===== config.mk =====
export PLATFORM = sky130hd
export DESIGN_NAME = version_info_streamer_flat
export DESIGN_NICKNAME = d
export VERILOG_FILES = /design/src/rtl/version_consts_pkg.sv /design/src/rtl/version_info_pkg.sv /design/src/rtl/version_info_if.sv /design/src/rtl/version_info_crc8.sv /design/src/rtl/version_info_streamer.sv /design/src/flat_wrapper.sv
export SDC_FILE = /design/constraint.sdc
export NUM_CORES = 1
export LEC_CHECK = 0
export ABC_AREA = 1
export CAP_MARGIN = 20
export CELL_PAD_IN_SITES_DETAIL_PLACEMENT = 1
export CELL_PAD_IN_SITES_GLOBAL_PLACEMENT = 1
export CORE_MARGIN = 5
export CORE_UTILIZATION = 49
export CTS_BUF_LIST = sky130_fd_sc_hd__clkbuf_8
export CTS_CLUSTER_SIZE = 25
export DETAILED_ROUTE_END_ITERATION = 7
export PLACE_DENSITY = 0.88
export SLEW_MARGIN = 20
export SYNTH_ARGS = -nofsm -noshare
export SYNTH_HDL_FRONTEND = slang
export SYNTH_SLANG_ARGS = --single-unit

===== constraint.sdc =====
create_clock -name clk -period 5.36 [get_ports clk]
set_clock_uncertainty 0.2 [all_clocks]
set_input_delay 1.072 -clock clk [delete_from_list [all_inputs] [get_ports clk]]
set_output_delay 1.072 -clock clk [all_outputs]
set_load 0.01 [all_outputs]

===== src/rtl/version_consts_pkg.sv =====
// -----------------------------------------------------------------------------
// version_consts_pkg
// Build identification constants for the running bitstream: semantic version,
// build number and build timestamp. Date/time fields are BCD so they read
// naturally in a hex dump on the host side.
// No ports (package only).
// -----------------------------------------------------------------------------
package version_consts_pkg;

    localparam logic [7:0]  VER_MAJOR    = 8'h00;
    localparam logic [7:0]  VER_MINOR    = 8'h00;
    localparam logic [7:0]  VER_PATCH    = 8'h00;
    localparam logic [7:0]  VER_BUILD    = 8'd64;

    localparam logic [15:0] BUILD_YEAR   = 16'h2025;
    localparam logic [7:0]  BUILD_MONTH  = 8'h11;
    localparam logic [7:0]  BUILD_DAY    = 8'h08;
    localparam logic [7:0]  BUILD_HOUR   = 8'h15;
    localparam logic [7:0]  BUILD_MINUTE = 8'h03;
    localparam logic [7:0]  BUILD_SECOND = 8'h23;

endpackage


===== src/rtl/version_info_pkg.sv =====
// -----------------------------------------------------------------------------
// version_info_pkg
// Shared definitions for the version-info record streamer: record size, byte
// positions inside the 16-byte record, FSM state type, CRC-8 constants, the
// packed record type and a helper that assembles a record for a given
// sequence number (trailer left at 0x00; the streamer fills it in).
// The CRC trailer is only populated when VERSION_INFO_CRC_EN is defined.
// No ports (package only).
// -----------------------------------------------------------------------------
package version_info_pkg;

    import version_consts_pkg::*;

    localparam int RECORD_BYTES  = 16;
    localparam int RECORD_BITS   = RECORD_BYTES * 8;
    // CRC covers every byte except the trailer itself.
    localparam int CRC_DATA_BITS = RECORD_BITS - 8;

    // Byte positions; byte 0 goes out first.
    localparam int IDX_MAGIC_HI = 0;
    localparam int IDX_MAGIC_LO = 1;
    localparam int IDX_MAJOR    = 2;
    localparam int IDX_MINOR    = 3;
    localparam int IDX_PATCH    = 4;
    localparam int IDX_BUILD    = 5;
    localparam int IDX_YEAR_HI  = 6;
    localparam int IDX_YEAR_LO  = 7;
    localparam int IDX_MONTH    = 8;
    localparam int IDX_DAY      = 9;
    localparam int IDX_HOUR     = 10;
    localparam int IDX_MINUTE   = 11;
    localparam int IDX_SECOND   = 12;
    localparam int IDX_LENGTH   = 13;
    localparam int IDX_SEQ      = 14;
    localparam int IDX_TRAILER  = 15;

    localparam logic [7:0] RECORD_LEN = 8'(RECORD_BYTES);

    // CRC-8: poly x^8+x^2+x+1, MSB first, no reflection, no final XOR.
    localparam logic [7:0] CRC8_POLY = 8'h07;
    localparam logic [7:0] CRC8_INIT = 8'h00;

    typedef enum logic {
        IDLE = 1'b0,
        SEND = 1'b1
    } state_t;

    // Field order matches byte order, so bit 127 is the MSB of byte 0.
    typedef struct packed {
        logic [15:0] magic;
        logic [7:0]  major;
        logic [7:0]  minor;
        logic [7:0]  patch;
        logic [7:0]  build;
        logic [15:0] year;
        logic [7:0]  month;
        logic [7:0]  day;
        logic [7:0]  hour;
        logic [7:0]  minute;
        logic [7:0]  second;
        logic [7:0]  length;
        logic [7:0]  seq;
        logic [7:0]  trailer;
    } record_t;

    function automatic logic [RECORD_BITS-1:0] put_byte(
        input logic [RECORD_BITS-1:0] rec,
        input int                     idx,
        input logic [7:0]             value
    );
        logic [RECORD_BITS-1:0] result;
        result = rec;
        result[(RECORD_BYTES - 1 - idx) * 8 +: 8] = value;
        return result;
    endfunction

    function automatic record_t build_record(
        input logic [15:0] magic,
        input logic [7:0]  seq
    );
        logic [RECORD_BITS-1:0] r;
        r = '0;
        r = put_byte(r, IDX_MAGIC_HI, magic[15:8]);
        r = put_byte(r, IDX_MAGIC_LO, magic[7:0]);
        r = put_byte(r, IDX_MAJOR,    VER_MAJOR);
        r = put_byte(r, IDX_MINOR,    VER_MINOR);
        r = put_byte(r, IDX_PATCH,    VER_PATCH);
        r = put_byte(r, IDX_BUILD,    VER_BUILD);
        r = put_byte(r, IDX_YEAR_HI,  BUILD_YEAR[15:8]);
        r = put_byte(r, IDX_YEAR_LO,  BUILD_YEAR[7:0]);
        r = put_byte(r, IDX_MONTH,    BUILD_MONTH);
        r = put_byte(r, IDX_DAY,      BUILD_DAY);
        r = put_byte(r, IDX_HOUR,     BUILD_HOUR);
        r = put_byte(r, IDX_MINUTE,   BUILD_MINUTE);
        r = put_byte(r, IDX_SECOND,   BUILD_SECOND);
        r = put_byte(r, IDX_LENGTH,   RECORD_LEN);
        r = put_byte(r, IDX_SEQ,      seq);
        r = put_byte(r, IDX_TRAILER,  8'h00);
        return record_t'(r);
    endfunction

endpackage


===== src/rtl/version_info_if.sv =====
// -----------------------------------------------------------------------------
// version_info_if
// Valid/ready beat stream carrying version-info records.
//   m_tdata  [DATA_W] : beat payload, earliest record byte in the MSBs
//   m_tvalid          : beat valid (source)
//   m_tready          : sink ready
//   m_tlast           : final beat of a record
// Modports: master (record source), slave (record sink).
// -----------------------------------------------------------------------------
interface version_info_if #(
    parameter int DATA_W = 8
);
    logic [DATA_W-1:0] m_tdata;
    logic              m_tvalid;
    logic              m_tready;
    logic              m_tlast;

    modport master (
        output m_tdata,
        output m_tvalid,
        output m_tlast,
        input  m_tready
    );

    modport slave (
        input  m_tdata,
        input  m_tvalid,
        input  m_tlast,
        output m_tready
    );
endinterface


===== src/rtl/version_info_crc8.sv =====
// -----------------------------------------------------------------------------
// version_info_crc8
// Combinational CRC-8 (poly 0x07, init 0x00, MSB first, no reflection, no
// final XOR) over the first 15 record bytes. Only exists when
// VERSION_INFO_CRC_EN is defined; without it the record trailer is a constant.
// Ports:
//   data_i [120] : record bytes 0..14, byte 0 in the MSBs
//   crc_o  [8]   : CRC-8 of data_i
// -----------------------------------------------------------------------------
`ifdef VERSION_INFO_CRC_EN
module version_info_crc8
    import version_info_pkg::*;
(
    input  logic [CRC_DATA_BITS-1:0] data_i,
    output logic [7:0]               crc_o
);
    // One shift/XOR stage per input bit, MSB of data_i first.
    logic [CRC_DATA_BITS:0][7:0] stage;

    assign stage[0] = CRC8_INIT;

    genvar gi;
    generate
        for (gi = 0; gi < CRC_DATA_BITS; gi++) begin : g_bit
            logic feedback;
            assign feedback      = stage[gi][7] ^ data_i[CRC_DATA_BITS - 1 - gi];
            assign stage[gi + 1] = {stage[gi][6:0], 1'b0} ^ (feedback ? CRC8_POLY : 8'h00);
        end
    endgenerate

    assign crc_o = stage[CRC_DATA_BITS];
endmodule
`endif


===== src/rtl/version_info_streamer.sv =====
// -----------------------------------------------------------------------------
// version_info_streamer
// Snapshots the build version/date constants plus a running sequence number
// into a 16-byte record and streams it big-endian over a valid/ready beat
// interface. Sends start on req_i or, when REPEAT_PERIOD > 0, on a free-running
// timer. One further request can be queued while a record is in flight.
// Optional feature macro: VERSION_INFO_CRC_EN (trailer byte = CRC-8 of bytes
// 0..14; otherwise the trailer is 0x00).
// Parameters: DATA_W (8/16/32), MAGIC (record header), REPEAT_PERIOD (0 = off).
// Ports:
//   clk, rst  : clock, asynchronous active-high reset
//   req_i     : single-cycle send request
//   busy_o    : record in flight or a request queued
//   seq_o     : sequence number the next record will carry
//   strm      : record beat stream (master side)
// -----------------------------------------------------------------------------
module version_info_streamer
    import version_info_pkg::*;
#(
    parameter int          DATA_W        = 8,
    parameter logic [15:0] MAGIC         = 16'hB1D0,
    parameter int          REPEAT_PERIOD = 0
) (
    input  logic           clk,
    input  logic           rst,
    input  logic           req_i,
    output logic           busy_o,
    output logic [7:0]     seq_o,
    version_info_if.master strm
);

    localparam int             BEATS        = RECORD_BITS / DATA_W;
    localparam int             CNT_W        = $clog2(BEATS);
    localparam logic [CNT_W-1:0] LAST_BUT_ONE = CNT_W'(BEATS - 2);

    generate
        if (DATA_W != 8 && DATA_W != 16 && DATA_W != 32) begin : g_bad_data_w
            $error("version_info_streamer: DATA_W must be 8, 16 or 32");
        end
    endgenerate

    state_t                 state_q;
    logic                   pending_q;
    logic [RECORD_BITS-1:0] shift_q;
    logic [CNT_W-1:0]       beat_q;
    logic [7:0]             seq_q;
    logic                   tvalid_q;
    logic                   tlast_q;

    logic                   timer_expire;
    logic                   new_req;
    logic                   beat_accept;
    logic [7:0]             snap_seq;
    record_t                snap_base;
    record_t                snap_rec;
    logic [7:0]             trailer_byte;

    // ------------------------------------------------------------------
    // Periodic send timer
    // ------------------------------------------------------------------
    generate
        if (REPEAT_PERIOD > 0) begin : g_timer
            localparam int            TW       = (REPEAT_PERIOD > 1) ? $clog2(REPEAT_PERIOD) : 1;
            localparam logic [TW-1:0] TERMINAL = TW'(REPEAT_PERIOD - 1);

            logic [TW-1:0] count_q;

            always_ff @(posedge clk or posedge rst) begin
                if (rst) begin
                    count_q <= '0;
                end else if (count_q == TERMINAL) begin
                    count_q <= '0;
                end else begin
                    count_q <= count_q + TW'(1);
                end
            end

            assign timer_expire = (count_q == TERMINAL);
        end else begin : g_no_timer
            assign timer_expire = 1'b0;
        end
    endgenerate

    // A request and a timer expiry in the same cycle are one request.
    assign new_req     = req_i || timer_expire;
    assign beat_accept = tvalid_q && strm.m_tready;

    // ------------------------------------------------------------------
    // Record snapshot. From SEND the only load is the back-to-back restart
    // on the last beat, which must already carry the incremented sequence.
    // ------------------------------------------------------------------
    assign snap_seq  = (state_q == SEND) ? seq_q + 8'd1 : seq_q;
    assign snap_base = build_record(MAGIC, snap_seq);

`ifdef VERSION_INFO_CRC_EN
    version_info_crc8 u_crc8 (
        .data_i (snap_base[RECORD_BITS-1:8]),
        .crc_o  (trailer_byte)
    );
`else
    assign trailer_byte = 8'h00;
`endif

    always_comb begin
        snap_rec         = snap_base;
        snap_rec.trailer = trailer_byte;
    end

    // ------------------------------------------------------------------
    // Send FSM
    // ------------------------------------------------------------------
    always_ff @(posedge clk or posedge rst) begin
        if (rst) begin
            state_q   <= IDLE;
            pending_q <= 1'b0;
            shift_q   <= '0;
            beat_q    <= '0;
            seq_q     <= 8'h00;
            tvalid_q  <= 1'b0;
            tlast_q   <= 1'b0;
        end else begin
            case (state_q)
                IDLE: begin
                    if (req_i || pending_q) begin
                        // Any coincident expiry is absorbed into this send.
                        state_q   <= SEND;
                        pending_q <= 1'b0;
                        shift_q   <= snap_rec;
                        beat_q    <= '0;
                        tvalid_q  <= 1'b1;
                        tlast_q   <= 1'b0;
                    end else if (timer_expire) begin
                        pending_q <= 1'b1;
                    end
                end

                SEND: begin
                    if (beat_accept && tlast_q) begin
                        seq_q <= seq_q + 8'd1;
                        if (pending_q || new_req) begin
                            // Restart with no idle bubble.
                            pending_q <= 1'b0;
                            shift_q   <= snap_rec;
                            beat_q    <= '0;
                            tlast_q   <= 1'b0;
                        end else begin
                            state_q   <= IDLE;
                            shift_q   <= '0;
                            tvalid_q  <= 1'b0;
                            tlast_q   <= 1'b0;
                        end
                    end else begin
                        if (beat_accept) begin
                            shift_q <= {shift_q[RECORD_BITS-DATA_W-1:0], {DATA_W{1'b0}}};
                            beat_q  <= beat_q + CNT_W'(1);
                            tlast_q <= (beat_q == LAST_BUT_ONE);
                        end
                        // Queue at most one; extra requests are dropped.
                        if (new_req) begin
                            pending_q <= 1'b1;
                        end
                    end
                end

                default: begin
                    state_q <= IDLE;
                end
            endcase
        end
    end

    assign strm.m_tdata  = shift_q[RECORD_BITS-1 -: DATA_W];
    assign strm.m_tvalid = tvalid_q;
    assign strm.m_tlast  = tlast_q;
    assign busy_o        = (state_q == SEND) || pending_q;
    assign seq_o         = seq_q;

endmodule


===== src/flat_wrapper.sv =====
// flat-port wrapper written by rule: the top's interface ports become plain ports
module version_info_streamer_flat import version_info_pkg::*;
#(
    parameter int          DATA_W        = 8,
    parameter logic [15:0] MAGIC         = 16'hB1D0,
    parameter int          REPEAT_PERIOD = 0
)
  (clk, rst, req_i, busy_o, seq_o, strm_m_tdata, strm_m_tvalid, strm_m_tlast, strm_m_tready);
  version_info_if #(.DATA_W(DATA_W)) strm_i ();
  input  logic clk;
  input  logic rst;
  input  logic req_i;
  output logic busy_o;
  output logic [7:0] seq_o;
  output wire logic [$bits(strm_i.m_tdata)-1:0] strm_m_tdata;
  output wire logic [$bits(strm_i.m_tvalid)-1:0] strm_m_tvalid;
  output wire logic [$bits(strm_i.m_tlast)-1:0] strm_m_tlast;
  input wire logic [$bits(strm_i.m_tready)-1:0] strm_m_tready;
  assign strm_m_tdata = strm_i.m_tdata;
  assign strm_m_tvalid = strm_i.m_tvalid;
  assign strm_m_tlast = strm_i.m_tlast;
  assign strm_i.m_tready = strm_m_tready;
  version_info_streamer #(.DATA_W(DATA_W), .MAGIC(MAGIC), .REPEAT_PERIOD(REPEAT_PERIOD)) u_core (.clk(clk), .rst(rst), .req_i(req_i), .busy_o(busy_o), .seq_o(seq_o), .strm(strm_i));
endmodule

==> reports/metrics.csv <==
stage,metric,value,unit
clock_tree,cts_buffers,17,
worst_setup_path,r2r_start,u_core.strm.m_tvalid,
synth,synthTopCellsByCount,"dfrtp_1, inv_1, o22ai_1, nand2_1, o21ai_0",
power_and_ir_drop,p_leak,0.00286,µW
worst_setup_path,setup.worst_path.start,strm_m_tready,
place,dp.cells,684,
final_layout,nFillCells,1188,
synth,synth_edf_count,0,
grt,overflow,0,
grt,use_met3,0.0492,
route,drc,0,
worst_setup_path,critPathMaxFanout,52,
worst_setup_path,critPathRequiredTime,5.41,ns
route,drtPass1Iterations,4,
synth,yosys_warnings,0,
power_and_ir_drop,p_per_area,325,nW/µm²
run,cap_violations,0,
floorplanning,placementRows,38,
route,antenna_left,0,
synth,yosysSeqAreaShare,0.614,
worst_setup_path,crit_end,u_core.shift_q[26],
grt,grt_pass1_wl,22400,µm
place,gp_congestion,0.774,
clock_tree,cts.sinks,136,
final_layout,diodes,0,
final_layout,final_cells,714,
timing,tns,0,ns
worst_setup_path,cp-end-kind,flop,
timing,fin_crit_sh,0.597,
route,vias_per_cell,5.62,
grt,use_met2,0.368,
timing,finalSetupViolations,0,
floorplanning,die_width,116,µm
place,dp_hpwl,7830,µm
worst_setup_path,reg2reg_slack,2.91,ns
worst_setup_path,reg2reg_to,u_core.shift_q[26],
clock_tree,clock_latency,0.43,ns
min_path,hold_path.class,reg -> reg,
grt,grt-busiest-layer,met2,
clock_tree,clock-root-buffer,clkbuf_8,
power_and_ir_drop,power,2020,µW
route,wl,13100,µm
final_layout,drive_gt1_frac,0.0941,
clock_tree,h-tree-depth,4,
synth,ys_types,25,
route,routedWlPerCell,18.4,µm
worst_setup_path,critPathKind,in -> reg,
timing,timing.final.crit_period,3.20,ns
timing,relSlewSlack,0.268,
synth,netlist.area_leader.share,0.614,
grt,grt_pass1_vias,4460,
synth,synth.most_common_cell,dfrtp_1,
synth,netlist_area,5540,µm²
worst_setup_path,crit_arrival,3.25,ns
clock_tree,ctsHoldBuffers,0,
floorplanning,io_pins,23,
timing,max_clock_freq,312,MHz
grt,globalRouteMet1Util,0.266,
final_layout,nNetsFinal,570,
timing,worst_slew_pin_slew,1.09,ns
synth,synth_ff_type,dfrtp_1,
grt,grt.total_usage,0.214,
final_layout,fin_util,0.565,
synth,ys_ff_latch,136,
clock_tree,postCtsSetupBuffers,0,
clock_tree,path_clk_slew,0.07,ns
final_layout,syn2layout_area_growth,12.0,%
place,portBuffers,22,
clock_tree,ctsResizeCount,0,
synth,syn_nets,562,
timing,rsz0062_at_grt,false,
floorplanning,initial_utilization,0.505,
timing,hold_viol,0,
synth,syn-mean-instance-area,9.98,µm²
worst_setup_path,startpoint_type,input pin,
floorplanning,core_area,11000,µm²
worst_setup_path,worstRegToRegCells,6,
synth,synthTopCellsByArea,"dfrtp_1, o22ai_1, inv_1",
grt,antenna_found_initial,0,
synth,synth_top_area_cell,dfrtp_1,
timing,drv_slew,0,
route,drt_iter0_drc,251,
grt,grt_max_degree,115,
route,vias,4013,
synth,async_flop_share,1.00,
clock_tree,cts_tree,done,
status,status,completed,
floorplanning,die_y,116,µm
floorplanning,die_area,13500,µm²
clock_tree,clockBufferDepth,2,
power_and_ir_drop,ir_drop,0.182,mV
synth,synthCells,555,
## where the power goes
group | switching (µW) | internal [µW]
registers | 0.0000000000000114 | 1030
clock network | 375 | 596
logic | 20.9 | 2.83
total | 396 | 1620
## routing by layer
metal,up-vias,share of wire
met5,-,0
met4,0,0.020
met3,26,0.032
met2,90,0.53
met1,2067,0.42
li1,1830,-
## flip-flops by register name (all words and copies together), names as in the netlist
| register | cells |
|---|---|
| u_core.strm.m_tlast | 1 |
| u_core.pending_q | 1 |
| u_core.strm.m_tvalid | 1 |
| u_core.state_q | 1 |
| u_core.seq_o | 8 |
| u_core.shift_q | 120 |
| u_core.beat_q | 4 |
## cell type report
class	count	area, µm²	area share
Clock buffer	21	289	0.0466
Clock inverter	9	171	0.0276
Inverter	102	390	0.0629
Multi-Input combinational cell	279	1520	0.245
Sequential cell	136	3400	0.548
Tap cell	140	175	0.0282
Timing Repair Buffer	27	258	0.0415
## through the flow
stage | setup WS (ns) | hold WS, ns | instance area (µm²)
final | 2.16 | 0.295 | 6210
after global routing | 2.07 | 0.333 | 6210
after CTS | 2.19 | 0.298 | 6210
after detailed placement | 1.79 | 0.281 | 5750
after global placement | 1.88 | 0.267 | 5750
after floorplan | 0.449 | 0.253 | 5540
## cells in the final DEF, fill, tap and decap left out, drive strengths merged
master / synthesis / routed
a21oi: 33 / 33
a22oi: 3 / 3
buf: 29 / 5
bufinv: 0 / 5
clkbuf: 9 / 21
clkdlybuf4s50: 0 / 22
clkinv: 1 / 3
clkinvlp: 0 / 1
dfrtp: 136 / 136
ha: 3 / 3
inv: 101 / 102
nand2: 58 / 58
nand3: 15 / 15
nand4: 2 / 2
nor2: 40 / 40
o21ai: 43 / 43
o22ai: 78 / 78
xor2: 4 / 4
## worst min-delay path by stage
stage,start,end,slack (ns),cells after the start
4_1_cts,u_core.shift_q[78],u_core.shift_q[78],0.30,2
3_5_place_dp,u_core.shift_q[112],u_core.shift_q[112],0.28,2
5_1_grt,u_core.shift_q[34],u_core.shift_q[34],0.33,2
6_report,u_core.shift_q[78],u_core.shift_q[78],0.29,2
3_3_place_gp,u_core.shift_q[52],u_core.shift_q[52],0.27,2
2_1_floorplan,u_core.shift_q[110],u_core.shift_q[110],0.25,2
## worst max-delay path: stages
cell and delay (ns):
clkdlybuf4s50_1 0.65, nand2_1 0.13, nand2_2 0.10, o21ai_2 0.07, inv_2 0.66, buf_4 0.40, o22ai_1 0.15
## logic make-up after synthesis
group	share of synthesized area
AO/OA/AOI/OAI	0.172
XOR/XNOR	0.00632
adder cells (fa/ha/maj)	0.00677
buffers and inverters	0.113
flip-flops	0.614
AND/OR/NAND/NOR	0.0883
(Power assumes the default switching activity.)
